==> src/rtl/video_timing_pkg.sv <==
// Shared video timing definitions for the timing generator and receiver.
// Holds the supported modelines, counter widths, the receiver lock FSM
// states and the coordinate-tagged pixel payload.
package video_timing_pkg;

    // 640x480 @ 60 Hz, 25.175 MHz pixel clock
    localparam int unsigned VGA640_H_DISPLAY = 640;
    localparam int unsigned VGA640_H_FP      = 16;
    localparam int unsigned VGA640_H_SYNC    = 96;
    localparam int unsigned VGA640_H_TOTAL   = 800;
    localparam int unsigned VGA640_V_DISPLAY = 480;
    localparam int unsigned VGA640_V_FP      = 10;
    localparam int unsigned VGA640_V_SYNC    = 2;
    localparam int unsigned VGA640_V_TOTAL   = 525;

    // 1024x600 @ 60 Hz, 51.2 MHz pixel clock
    localparam int unsigned WSVGA_H_DISPLAY  = 1024;
    localparam int unsigned WSVGA_H_FP       = 160;
    localparam int unsigned WSVGA_H_SYNC     = 20;
    localparam int unsigned WSVGA_H_TOTAL    = 1344;
    localparam int unsigned WSVGA_V_DISPLAY  = 600;
    localparam int unsigned WSVGA_V_FP       = 12;
    localparam int unsigned WSVGA_V_SYNC     = 3;
    localparam int unsigned WSVGA_V_TOTAL    = 635;

    localparam int unsigned CNT_W   = 11;   // line / frame measurement counters
    localparam int unsigned COORD_W = 10;   // pixel coordinates
    localparam int unsigned RGB_W   = 24;
    localparam int unsigned GOOD_W  = 4;    // good-frame counter, LOCK_FRAMES <= 15

    typedef enum logic [1:0] {
        ST_SEARCH = 2'd0,
        ST_TRACK  = 2'd1,
        ST_LOCKED = 2'd2
    } rx_state_e;

    typedef struct packed {
        logic               de;
        logic [COORD_W-1:0] x;
        logic [COORD_W-1:0] y;
        logic [RGB_W-1:0]   rgb;
    } pixel_t;

endpackage

==> src/rtl/sync_edge_detect.sv <==
// Registers one sync/enable input and flags its falling edge.
// Ports: clock, reset_n (async active-low), d (raw input),
//        q (registered copy), fall_c (high while q has just dropped 1->0).
module sync_edge_detect (
    input  logic clock,
    input  logic reset_n,
    input  logic d,
    output logic q,
    output logic fall_c
);

    logic q_prev;

    // Input register plus one-cycle history for edge detection
    always_ff @(posedge clock or negedge reset_n) begin
        if (!reset_n) begin
            q      <= 1'b0;
            q_prev <= 1'b0;
        end else begin
            q      <= d;
            q_prev <= q;
        end
    end

    assign fall_c = q_prev & ~q;

endmodule

==> src/rtl/vga_timing_rx.sv <==
// Receive-side VGA/HDMI timing recovery. Registers the incoming sync/DE/RGB
// stream, recovers pixel coordinates, measures line and frame totals and
// locks once LOCK_FRAMES consecutive frames match the expected modeline.
// Ports: clock, reset_n (async active-low); hsync, vsync (active-low pulses),
//        dataEnable, RGBchannel[23:0] in; pixel_x/pixel_y/pixel_rgb/pixel_valid
//        coordinate-tagged pixel out (2-clock latency); frame_start and
//        timing_error pulses; locked; h_total_meas/v_total_meas measurements.
module vga_timing_rx
    import video_timing_pkg::*;
#(
    parameter int unsigned H_DISPLAY   = VGA640_H_DISPLAY,
    parameter int unsigned H_TOTAL     = VGA640_H_TOTAL,
    parameter int unsigned V_DISPLAY   = VGA640_V_DISPLAY,
    parameter int unsigned V_TOTAL     = VGA640_V_TOTAL,
    parameter int unsigned LOCK_FRAMES = 2
) (
    input  logic         clock,
    input  logic         reset_n,
    input  logic         hsync,
    input  logic         vsync,
    input  logic         dataEnable,
    input  logic [23:0]  RGBchannel,
    output logic [9:0]   pixel_x,
    output logic [9:0]   pixel_y,
    output logic [23:0]  pixel_rgb,
    output logic         pixel_valid,
    output logic         frame_start,
    output logic         locked,
    output logic         timing_error,
    output logic [10:0]  h_total_meas,
    output logic [10:0]  v_total_meas
);

    localparam logic [CNT_W-1:0]   CNT_MAX     = '1;
    localparam logic [COORD_W-1:0] COORD_MAX   = '1;
    localparam logic [CNT_W-1:0]   H_TOTAL_C   = CNT_W'(H_TOTAL);
    localparam logic [CNT_W-1:0]   V_TOTAL_C   = CNT_W'(V_TOTAL);
    localparam logic [COORD_W-1:0] H_DISPLAY_C = COORD_W'(H_DISPLAY);
    localparam logic [COORD_W-1:0] V_DISPLAY_C = COORD_W'(V_DISPLAY);
    localparam logic [GOOD_W-1:0]  LOCK_C      = GOOD_W'(LOCK_FRAMES);

    // Stage 1: registered inputs and edge pulses
    logic             hs_q, vs_q, de_q;
    logic             hs_fall_c, vs_fall_c, de_fall_c;
    logic [RGB_W-1:0] rgb_q;

    sync_edge_detect u_hs_edge (
        .clock  (clock),
        .reset_n(reset_n),
        .d      (hsync),
        .q      (hs_q),
        .fall_c (hs_fall_c)
    );

    sync_edge_detect u_vs_edge (
        .clock  (clock),
        .reset_n(reset_n),
        .d      (vsync),
        .q      (vs_q),
        .fall_c (vs_fall_c)
    );

    sync_edge_detect u_de_edge (
        .clock  (clock),
        .reset_n(reset_n),
        .d      (dataEnable),
        .q      (de_q),
        .fall_c (de_fall_c)
    );

    // Only the edges of the sync lines matter here
    logic unused_sync_levels;
    assign unused_sync_levels = &{1'b0, hs_q, vs_q};

    always_ff @(posedge clock or negedge reset_n) begin
        if (!reset_n) rgb_q <= '0;
        else          rgb_q <= RGBchannel;
    end

    // Stage 2: counters, measurements, frame check and lock FSM
    logic [CNT_W-1:0]   h_cnt, v_cnt, h_meas, v_meas;
    logic [COORD_W-1:0] x_cnt, y_cnt;
    logic               frame_bad;
    logic [GOOD_W-1:0]  good_cnt, good_cnt_next;
    rx_state_e          state, state_next;
    pixel_t             px;
    logic               fs_q, err_q, err_c;

    logic [CNT_W-1:0]   h_close_c, v_close_c;
    logic [COORD_W-1:0] runs_close_c;
    logic               line_bad_c, run_bad_c, frame_good_c;

    // Values closing the current line/frame, including events landing on the vsync fall
    always_comb begin
        h_close_c    = (h_cnt == CNT_MAX) ? CNT_MAX : h_cnt + CNT_W'(1);
        v_close_c    = v_cnt;
        runs_close_c = y_cnt;
        if (hs_fall_c && v_cnt != CNT_MAX) v_close_c = v_cnt + CNT_W'(1);
        if (de_fall_c && y_cnt != COORD_MAX) runs_close_c = y_cnt + COORD_W'(1);
        line_bad_c   = hs_fall_c && (h_close_c != H_TOTAL_C);
        run_bad_c    = de_fall_c && (x_cnt != H_DISPLAY_C);
        frame_good_c = !(frame_bad || line_bad_c || run_bad_c)
                       && (v_close_c == V_TOTAL_C)
                       && (runs_close_c == V_DISPLAY_C);
    end

    always_ff @(posedge clock or negedge reset_n) begin
        if (!reset_n) begin
            h_cnt     <= '0;
            v_cnt     <= '0;
            h_meas    <= '0;
            v_meas    <= '0;
            x_cnt     <= '0;
            y_cnt     <= '0;
            frame_bad <= 1'b0;
            px        <= '0;
            fs_q      <= 1'b0;
            err_q     <= 1'b0;
        end else begin
            if (hs_fall_c) begin
                h_cnt  <= '0;
                h_meas <= h_close_c;
            end else if (h_cnt != CNT_MAX) begin
                h_cnt <= h_cnt + CNT_W'(1);
            end

            if (vs_fall_c) begin
                v_cnt  <= '0;
                v_meas <= v_close_c;
            end else if (hs_fall_c && v_cnt != CNT_MAX) begin
                v_cnt <= v_cnt + CNT_W'(1);
            end

            // x_cnt holds the column of the pixel now in stage 1
            if (de_fall_c) begin
                x_cnt <= '0;
            end else if (de_q && x_cnt != COORD_MAX) begin
                x_cnt <= x_cnt + COORD_W'(1);
            end

            if (vs_fall_c) begin
                y_cnt <= '0;
            end else if (de_fall_c && y_cnt != COORD_MAX) begin
                y_cnt <= y_cnt + COORD_W'(1);
            end

            if (vs_fall_c) begin
                frame_bad <= 1'b0;
            end else if (line_bad_c || run_bad_c) begin
                frame_bad <= 1'b1;
            end

            px.de  <= de_q;
            px.x   <= x_cnt;
            px.y   <= y_cnt;
            px.rgb <= rgb_q;
            fs_q   <= vs_fall_c;
            err_q  <= err_c;
        end
    end

    // Lock FSM state register
    always_ff @(posedge clock or negedge reset_n) begin
        if (!reset_n) begin
            state    <= ST_SEARCH;
            good_cnt <= '0;
        end else begin
            state    <= state_next;
            good_cnt <= good_cnt_next;
        end
    end

    // Lock FSM next state; frames are only judged at a vsync fall
    always_comb begin
        state_next    = state;
        good_cnt_next = good_cnt;
        err_c         = 1'b0;
        if (vs_fall_c) begin
            unique case (state)
                ST_SEARCH: begin
                    state_next    = ST_TRACK;
                    good_cnt_next = '0;
                end
                ST_TRACK: begin
                    if (!frame_good_c) begin
                        good_cnt_next = '0;
                    end else if (good_cnt + GOOD_W'(1) >= LOCK_C) begin
                        state_next    = ST_LOCKED;
                        good_cnt_next = '0;
                    end else begin
                        good_cnt_next = good_cnt + GOOD_W'(1);
                    end
                end
                ST_LOCKED: begin
                    if (!frame_good_c) begin
                        state_next    = ST_TRACK;
                        good_cnt_next = '0;
                        err_c         = 1'b1;
                    end
                end
                default: begin
                    state_next    = ST_SEARCH;
                    good_cnt_next = '0;
                end
            endcase
        end
    end

    // Stage 3: output registers
    always_ff @(posedge clock or negedge reset_n) begin
        if (!reset_n) begin
            pixel_x      <= '0;
            pixel_y      <= '0;
            pixel_rgb    <= '0;
            pixel_valid  <= 1'b0;
            frame_start  <= 1'b0;
            locked       <= 1'b0;
            timing_error <= 1'b0;
            h_total_meas <= '0;
            v_total_meas <= '0;
        end else begin
            pixel_x      <= px.x;
            pixel_y      <= px.y;
            pixel_rgb    <= px.rgb;
            pixel_valid  <= px.de && (state == ST_LOCKED);
            frame_start  <= fs_q;
            locked       <= (state == ST_LOCKED);
            timing_error <= err_q;
            h_total_meas <= h_meas;
            v_total_meas <= v_meas;
        end
    end

endmodule

==> config.mk <==
export PLATFORM = sky130hd
export DESIGN_NAME = vga_timing_rx
export DESIGN_NICKNAME = d
export VERILOG_FILES = /design/src/rtl/video_timing_pkg.sv /design/src/rtl/sync_edge_detect.sv /design/src/rtl/vga_timing_rx.sv
export SDC_FILE = /design/constraint.sdc
export NUM_CORES = 1
export LEC_CHECK = 0
export BUFFER_PORTS_ARGS = -buffer_cell sky130_fd_sc_hd__buf_2
export CORE_MARGIN = 2
export CORE_UTILIZATION = 35
export CTS_CLUSTER_SIZE = 20
export DETAILED_ROUTE_END_ITERATION = 8
export SLEW_MARGIN = 20
export SYNTH_ARGS = -nofsm -noshare
export SYNTH_HDL_FRONTEND = slang
export SYNTH_SLANG_ARGS = --single-unit
==> constraint.sdc <==
create_clock -name clock -period 2.4 [get_ports clock]
set_input_delay 0.24 -clock clock [delete_from_list [all_inputs] [get_ports clock]]
set_output_delay 0.24 -clock clock [all_outputs]
set_load 0.1 [all_outputs]
Word-level counts from Yosys, hierarchy flattened
Index checks and enable logic that the tools add are counted.

word-level totals
  bits in read-only memories = 0
  flip-flop bits (word level) = 217
  output and inout bits = 70
  bits in latches = 0
  memories = 0
  RAM bits = 0

cells by class
  reduce and logical (&&, ||, !) cells = 18
  div/mod/pow operators = 0
  muxes and demuxes = 22
  shifts and indexed selects = 0
  multiply operators = 0
  equal/unequal tests = 14
  magnitude comparators = 1
  bitwise gates (word level) = 6
  add/sub/neg operators = 5

operators by type and width
  operator                                                                 number
  11-bit two-way mux                                                       5
  10-bit two-way mux                                                       4
  10-bit != test, second input constant                                    3
  11-bit by 1-bit adder with 11-bit output, second input constant          2
  11-bit != test, second input constant                                    2
  10-bit by 1-bit adder with 10-bit output, second input constant          2
  4-bit two-way mux                                                        3
  11-bit by 10-bit equality test with 1-bit output, second input constant  1
  11-bit equality test, second input constant                              1
  11-bit by 10-bit != test with 1-bit output, second input constant        1
  10-bit by 9-bit equality test with 1-bit output, second input constant   1
  1-bit logical AND                                                        8
  4-bit one-hot mux with 2 select lines                                    1
  2-bit two-way mux                                                        3
  2-bit != test, second input constant                                     3
  2-bit one-hot mux with 3 select lines                                    1
  2-bit nonzero test                                                       3
  1-bit two-way mux                                                        5
  4-bit by 1-bit adder with 4-bit output, second input constant            1
  4-bit by 2-bit >= comparator with 1-bit output, second input constant    1
  4-bit AND reduction                                                      1
  1-bit bitwise AND                                                        3
  1-bit logical OR                                                         3
  1-bit NOT                                                                3
  5 further kinds                                                          5

Depth between registers and ports, before layout
Gate-level depths: netlist (run 1).

  depth after elaboration = 12
  mapped depth = 9

Modules after synthesis
From an unflattened synthesis (run 1), not the netlist that was laid out.

second synthesis, totals
  cells, all modules = 551
  area, all modules = 7522.2 sq um

modules (own cells, without submodules)
  module            instances  cells an instance  area an instance (sq um)  seq. area each (sq um)
  vga_timing_rx     1          542                7330.8                    5305.1
  sync_edge_detect  3          3                  63.8                      50.0

Least setup slack after synthesis (run 1)
Ideal clock, no wire load.

  kind = flip-flop to flip-flop
  from = register v_cnt[0]
  to = register state[0]
  path buffers = 0
  data required time = 2.280 ns
  clock period less this slack = 2.369 ns
  stages on the path, launching flop included = 9
  arrival = 2.249 ns
  setup slack = 0.031 ns
  cells stage by stage = dfrtp_1 -> ha_1 -> nand3_1 -> a2111o_1 -> a22oi_1 -> nand4b_1 -> a2111oi_4 -> o211ai_1 -> and3_1

on the way
  word-level cells in the longest chain between the ends = 8
  elaborated cells between the ends (all ways) = 10

RTL lines
  element                                                                           line                  RTL
  start, declared                                                                   vga_timing_rx.sv:81   logic [CNT_W-1:0] h_cnt, v_cnt, h_meas, v_meas;
  start signal, assigned                                                            vga_timing_rx.sv:131  v_cnt <= v_cnt + CNT_W'(1);
  branches (longest 2 deep; another with 11-bit by 1-bit adder with 11-bit output)  -
  11-bit two-way mux (*)                                                            vga_timing_rx.sv:98   if (hs_fall_c && v_cnt != CNT_MAX) v_close_c = v_cnt + CNT_W'(1);
  11-bit by 10-bit equality test with 1-bit output (*)                              vga_timing_rx.sv:103  && (v_close_c == V_TOTAL_C)
  1-bit logical AND (*)                                                             vga_timing_rx.sv:103
  1-bit logical AND (*)                                                             vga_timing_rx.sv:104  && (runs_close_c == V_DISPLAY_C);
  2-bit != test (no source line)                                                    -
  4-bit AND reduction (no source line) (*)                                          -
  end signal, assigned                                                              vga_timing_rx.sv:168  state <= state_next;
  end, declared                                                                     vga_timing_rx.sv:85   rx_state_e state, state_next;

Every way passes the cells marked *.
A chain may end at the register's enable or synchronous reset.

Worst setup path in the final report (run 1)
  from = register v_cnt[0]
  to = register good_cnt[0]

on the way
  word-level cells in the longest chain between the ends = 8
  elaborated cells between the ends (all ways) = 11

RTL lines
  element                                                                              line                  RTL
  branches (longest 2 deep; another with 11-bit by 1-bit adder with 11-bit output)     -
  11-bit two-way mux (*)                                                               vga_timing_rx.sv:98
  11-bit by 10-bit equality test with 1-bit output (*)                                 vga_timing_rx.sv:103
  1-bit logical AND (*)                                                                vga_timing_rx.sv:103
  1-bit logical AND (*)                                                                vga_timing_rx.sv:104
  4-bit two-way mux / 2-bit != test (equally long branches)                            -
  4-bit one-hot mux with 2 select lines / 2-bit AND reduction (equally long branches)  -
  end signal, assigned                                                                 vga_timing_rx.sv:169  good_cnt <= good_cnt_next;
  end, declared                                                                        vga_timing_rx.sv:84   logic [GOOD_W-1:0] good_cnt, good_cnt_next;

Marks and branches as above.

==> metrics.csv, run 1 <==
metric,value,unit
status,completed,
start_util,35.7,%
htree_levels,1,
synthesis.area,7470,sq um
critPathMaxStageDelay,0.48,ns
synthDistinctLibCells,59,
cts_sinks,217,
syn_nets,602,
fin_crit,2.37,ns
n_antenna_cell,0,
yosysWarnings,0,
clock_latency,0.50,ns
seq_area_frac_synth,72.7,%
io_buffers,98,
syn_to_final_growth,31.0,%
grt-ovfl-total,0,
synth-edff-count,0,
required,2.83,ns
async_reset_ff_share,100,%
ant_nets,0,
p_leak,4.71,nW
ir_drop,444,uV
worst_hold_slack,0.314,ns
grt_pass1_vias,5003,
placedCellCount,960,
hold_path.class,in2async,
path_clk_slew,0.06,ns
die_area,22500,sq um
hpwlAfterDp,10300,microns
wirelength,15700,microns
finalClockSkew,0.0159,ns
synth_seq_cells,217,
path_max_fanout,5,
hold_viol,0,
die_x,150,microns
power.total,9.08,mW
wire_per_inst,15.1,microns
vias,4945,
rows,53,
p_per_area,927,nW/um^2
core,21000,sq um
end_kind,flip-flop,
critPathArrivalTime,2.80,ns
post-route-period-util,98.8,%
pin_count,99,
path_class,reg2reg,
grt_max_degree,68,
first_pass_iters,5,
drive_above_1_share,29.4,%
max_slew_margin,49.5,%
globalplace.congestion,0.836,
grt_pass1_wl,25200,microns
synth.avg_cell_area,13.2,sq um
stdcell_area,9790,sq um
finalSetupViolations,0,
synth_ff_type,dfrtp_1,
pre_cts_ws,-0.0927,ns
root_buffer,clkbuf_16,
clockBufferDepth,3,
start_kind,flip-flop,
r2r_slack,0.03,ns
cpMaxStageDelayCell,a2111oi_4,
antenna_found_initial,0,
worst_pin_slew,0.756,ns
drc,0,
nets,784,
fill_cells,1892,
drv_slew,0,
fin_ws,0.0298,ns
fin_util,46.7,%
postSynthCellCount,566,
drtIter0Drc,317,
cts_tree,yes,
maxCapViolCount,0,
die-height,150,microns
cp_cell_sequence,"ha_4, and3_4, a41o_1, a22oi_1, nand4b_1, a2111oi_4, buf_4, nand4_1, nand3_1",
grt_usage,14.0,%
tns,0,ns
numCtsBuffers,23,
vias_per_cell,4.76,
place_area,8530,sq um
rsz0062_at_grt,yes,
fmax,422,MHz
instances_no_fill,1038,
[cell families (layout without fill, tap and decap cells)]
group	count (synthesis)	after routing	synth area share, %
AO/OA/AOI/OAI	87	87	7.54
XOR/XNOR	11	11	1.29
adder cells (fa/ha/maj)	7	7	1.17
buffers and inverters	28	225	2.13
flip-flops	217	217	72.7
multiplexers	9	9	1.24
AND/OR/NAND/NOR	207	207	14.0
[placed cells by master (no fill, tap or decap), types with 7 or more instances in the layout]
| cell | instances |
|---|---|
| a21oi_1 | 11 |
| mux2i_1 | 7 |
| clkbuf_16 | 23 |
| and3_1 | 13 |
| dlygate4sd3_1 | 28 |
| buf_2 | 97 |
| dfrtp_1 | 215 |
| buf_4 | 48 |
| o21ai_0 | 34 |
| nand3_1 | 18 |
| nand4_1 | 9 |
| nor2_1 | 55 |
| nand2_1 | 57 |
[flip-flops by register name, indices dropped and copies added (netlist names), 2 cells and up]
name          cells
px               44
pixel_rgb        24
rgb_q            24
h_cnt            11
h_meas           11
h_total_meas     11
v_cnt            11
v_meas           11
v_total_meas     11
pixel_x          10
pixel_y          10
x_cnt            10
y_cnt            10
good_cnt          4
state             2
[worst max-delay path: cells and delay by family (launching register included)]
kind                     cells  cell delay [ns]
AO/OA/AOI/OAI                3             0.90
adder cells (fa/ha/maj)      1             0.20
buffers and inverters        1             0.18
flip-flops                   1             0.42
AND/OR/NAND/NOR              4             0.61
[worst paths after layout]
| check | startpoint | endpoint | cells past startpoint |
|---|---|---|---|
| min in group clock | px[17] | pixel_rgb[17] | 0 |
| worst max register to register | v_cnt[0] | good_cnt[0] | 9 |
| max in group asynchronous | reset_n | px[3] | 3 |
| worst max-delay path | v_cnt[0] | good_cnt[0] | 9 |
| worst min-delay path | reset_n | h_meas[0] | 2 |
| worst min register to register | px[17] | pixel_rgb[17] | 0 |
[layer usage]
metal | share of wire, % | vias up | track usage, % | wire length (microns)
li1 | - | 2313 | - | -
met1 | 44 | 2445 | 18.9 | 6830
met2 | 48 | 154 | 22.5 | 7500
met3 | 5.5 | 33 | 2.36 | 857
met4 | 3.0 | 0 | 5.66 | 466
met5 | 0 | - | 0 | 0
[repair_timing]
item                                    CTS  global route
endpoints found under the hold margin    88             0
hold buffers                             28             0
gates cloned                              0             0
pin swaps                                 2            14
resized for setup                         7            23
endpoints found under the setup margin    4             7
buffers inserted                          3             7
[area by class of cell]
class	instances	area (sq um)	area share, %
sequential	217	5430	55.5
multi-input combinational	321	2020	20.6
tap	275	344	3.51
inverter	6	22.5	0.230
clock inverter	10	109	1.11
timing repair buffer	179	1210	12.4
clock buffer	30	652	6.66
[power breakdown]
part / leakage (nW) / internal, mW / switching, mW / total (mW)
sequential: 2.79 / 3.95 / 0.167 / 4.12
combinational: 1.54 / 0.357 / 1.10 / 1.46
clock: 0.374 / 2.13 / 1.37 / 3.50
[cells in the mapped netlist, types with 3 or more instances]
cell type    n  share of area, %
xor2_1       5              0.59
nand2_1     57               2.9
and3_1      14               1.2
nor4_1       4              0.33
dfrtp_1    217                73
nor3_1       6              0.40
a21oi_1     12              0.80
o21ai_0     35               2.3
nor3b_1      3              0.30
and4_1       4              0.47
o211ai_1     5              0.50
xnor2_1      6              0.70
nand2b_1     6              0.50
nor2_1      55               2.8
nand3_1     20               1.3
nand4b_1     3              0.35
a41oi_1      4              0.47
buf_6        6              0.90
mux2i_1      7              0.94
ha_1         7               1.2
inv_1        6              0.30
nor2b_1      4              0.33
clkbuf_1    11              0.55
and2_1       7              0.59
a31oi_1      7              0.59
nand4_1      9              0.75
Note: power is estimated with default switching activity, not from simulation.
==> run 2, diff against run 1 <==
- REMOVE_ABC_BUFFERS: default -> 1
==> run 2 against run 1 <==
Critical path depth is 1 lower. Count of clock-buffer cells in the layout stayed put. Power is 0.72% lower. Design area is 0.77% lower. Largest cell class unchanged. Flip-flop and latch count stayed put. Wire length is 0.95% higher. Die area stayed put. Clock power hardly changed.
==> metrics.csv, run 2 (synthesis results as in run 1) <==
metric,value,unit,change
rows,53,,unchanged
max_slew_margin,55.4,%,+5.9 points
core,21000,sq um,unchanged
final_common_cell,dfrtp_1,,
syn_to_final_growth,30.0,%,
vias_per_cell,4.71,,-1.0%
die-height,150,microns,unchanged
p_int,6.40,mW,-0.58%
numCtsBuffers,24,,+4.3%
final_cell_mix,"dfrtp_1 (217), buf_2 (97), nand2_1 (57)",,
regMostFlops,px,,
n_antenna_cell,0,,unchanged
crit_top_cell,nand4b_1,,
grtUsageMet3,2.52,%,+0.15 points
worst_pin_slew,0.668,ns,-0.0885 ns
power_frac_comb,15.8,%,-0.3 points
clock_latency,0.51,ns,about the same
drv_slew,0,,unchanged
clockBufferDepth,3,,unchanged
cts_tree,yes,,
end_kind,flip-flop,,
globalplace.congestion,0.890,,+6.5%
wire_per_inst,15.2,microns,+0.75%
drc,0,,unchanged
p_switching,2.62,mW,-1.1%
nets,789,,+0.64%
seqPwrFrac,45.5,%,about the same
cp_cell_sequence,"buf_6, nand4b_1, nor4_2, xor2_1, nand4b_1, a2111oi_4, nand2_2, and3_1",,
drtIter0Drc,153,,-52%
antenna_found_initial,0,,unchanged
fmax,430,MHz,+1.9%
p_leak,4.72,nW,+0.31%
hpwlAfterDp,10800,microns,+5.0%
ant_nets,0,,unchanged
critPathMaxStageDelay,0.40,ns,-0.08 ns
hold_path.class,in2async,,
clkPwrFrac,38.7,%,about the same
switching_share,29.0,%,-0.10 points
path_max_fanout,4,,-1
start_kind,flip-flop,,
drive_above_1_share,28.1,%,-1.3 points
grtUsageMet1,19.4,%,+0.41 points
path_buf_inv,1,,unchanged
pin_count,99,,unchanged
first_pass_iters,6,,+1
post-route-period-util,96.9,%,-1.8 points
rsz0062_at_grt,yes,,
finalSetupViolations,0,,unchanged
status,completed,,
root_buffer,clkbuf_16,,
grt_max_degree,71,,+4.4%
reg_top3,"px: 44 flops, pixel_rgb: 24 flops, rgb_q: 24 flops",,
die_x,150,microns,unchanged
power.total,9.01,mW,-0.72%
wirelength,15800,microns,+0.95%
critPathArrivalTime,2.72,ns,-0.08 ns
p_per_area,928,nW/um^2,about the same
grt_pass1_vias,5313,,+6.2%
grt-ovfl-total,0,,unchanged
crit_family,simple AND/OR/NAND/NOR gates,,
start_util,35.7,%,unchanged
path_class,reg2reg,,
top_usage_layer,met2,,
ir_drop,452,uV,+1.8%
fin_util,46.4,%,-0.36 points
grt_pass1_wl,26400,microns,+4.6%
path_clk_slew,0.06,ns,about the same
required,2.79,ns,-0.04 ns
die_area,22500,sq um,unchanged
grt_use_met2,24.6,%,+2.1 points
finalClockSkew,0.0181,ns,+0.00218 ns
htree_levels,1,,unchanged
grt_usage,14.6,%,+0.60 points
cpMaxStageDelayCell,dfrtp_1,,
maxCapViolCount,0,,unchanged
io_buffers,98,,unchanged
hold_viol,0,,unchanged
fin_crit,2.33,ns,-0.0440 ns
largest_reg_flops,44,,unchanged
vias,4903,,-0.85%
cts_sinks,217,,unchanged
[run 2: worst paths after layout]
check	start	end	slack, ns	depth (start not counted)
max in group asynchronous	reset_n	err_q	1.40	3
min in group clock	rgb_q[18]	px[18]	0.35	0
min reg2reg	rgb_q[18]	px[18]	0.35	0
min	reset_n	pixel_rgb[10]	0.30	2
max	u_de_edge.q	err_q	0.07	8
max reg2reg	u_de_edge.q	err_q	0.07	8
[run 2: power by group through the flow]
stage | Sequential, mW | Clock (mW) | Combinational (mW)
floorplan | 4.86 | 0 | 0.255
global placement | 4.15 | 0 | 1.37
detailed placement | 4.16 | 0 | 1.39
CTS | 4.10 | 3.60 | 1.43
global route | 4.14 | 3.76 | 1.53
finish | 4.10 | 3.49 | 1.43
[run 2: layer usage]
metal / vias up / wire (microns)
met2: 109 / 7610
li1: 2318 / -
met1: 2447 / 7150
met5: - / 0
met4: 0 / 416
met3: 29 / 632
[run 2: through the flow]
step | cell area [sq um] | hold slack (ns) | setup slack (ns) | std cells | setup TNS, ns
finish | 9710 | 0.296 | 0.0737 | 1040 | 0
global route | 9710 | 0.351 | -0.0439 | 1040 | -0.0945
CTS | 9680 | 0.313 | 0.0214 | 1040 | 0
detailed placement | 8620 | 0.294 | -0.0609 | 972 | -0.0926
global placement | 8620 | 0.286 | -0.00981 | 972 | -0.00981
floorplan | 7330 | -0.0556 | -0.0397 | 544 | -0.0576
[run 2: what timing repair did]
item	4_1_cts	5_1_grt
pin swaps	1	10
hold buffers	28	0
endpoints found under the hold margin	91	0
resized for setup	1	7
gates cloned	0	0
endpoints found under the setup margin	2	7
buffers inserted	2	0
[run 2: area by class of cell]
cell class	instances	area, sq um
sequential	217	5430
tap	275	344
clock buffer	30	683
fill	1936	11200
clock inverter	8	80.1
timing repair buffer	183	1240
multi-input combinational	321	1920
inverter	6	22.5
[run 2: worst register-to-register path, delay by kind of cell (launching register included)]
family          cells  cell delay [ns]
compound gates      1             0.40
xor+xnor            1             0.24
buf+inv             1             0.13
flops               1             0.40
simple gates        5             1.03
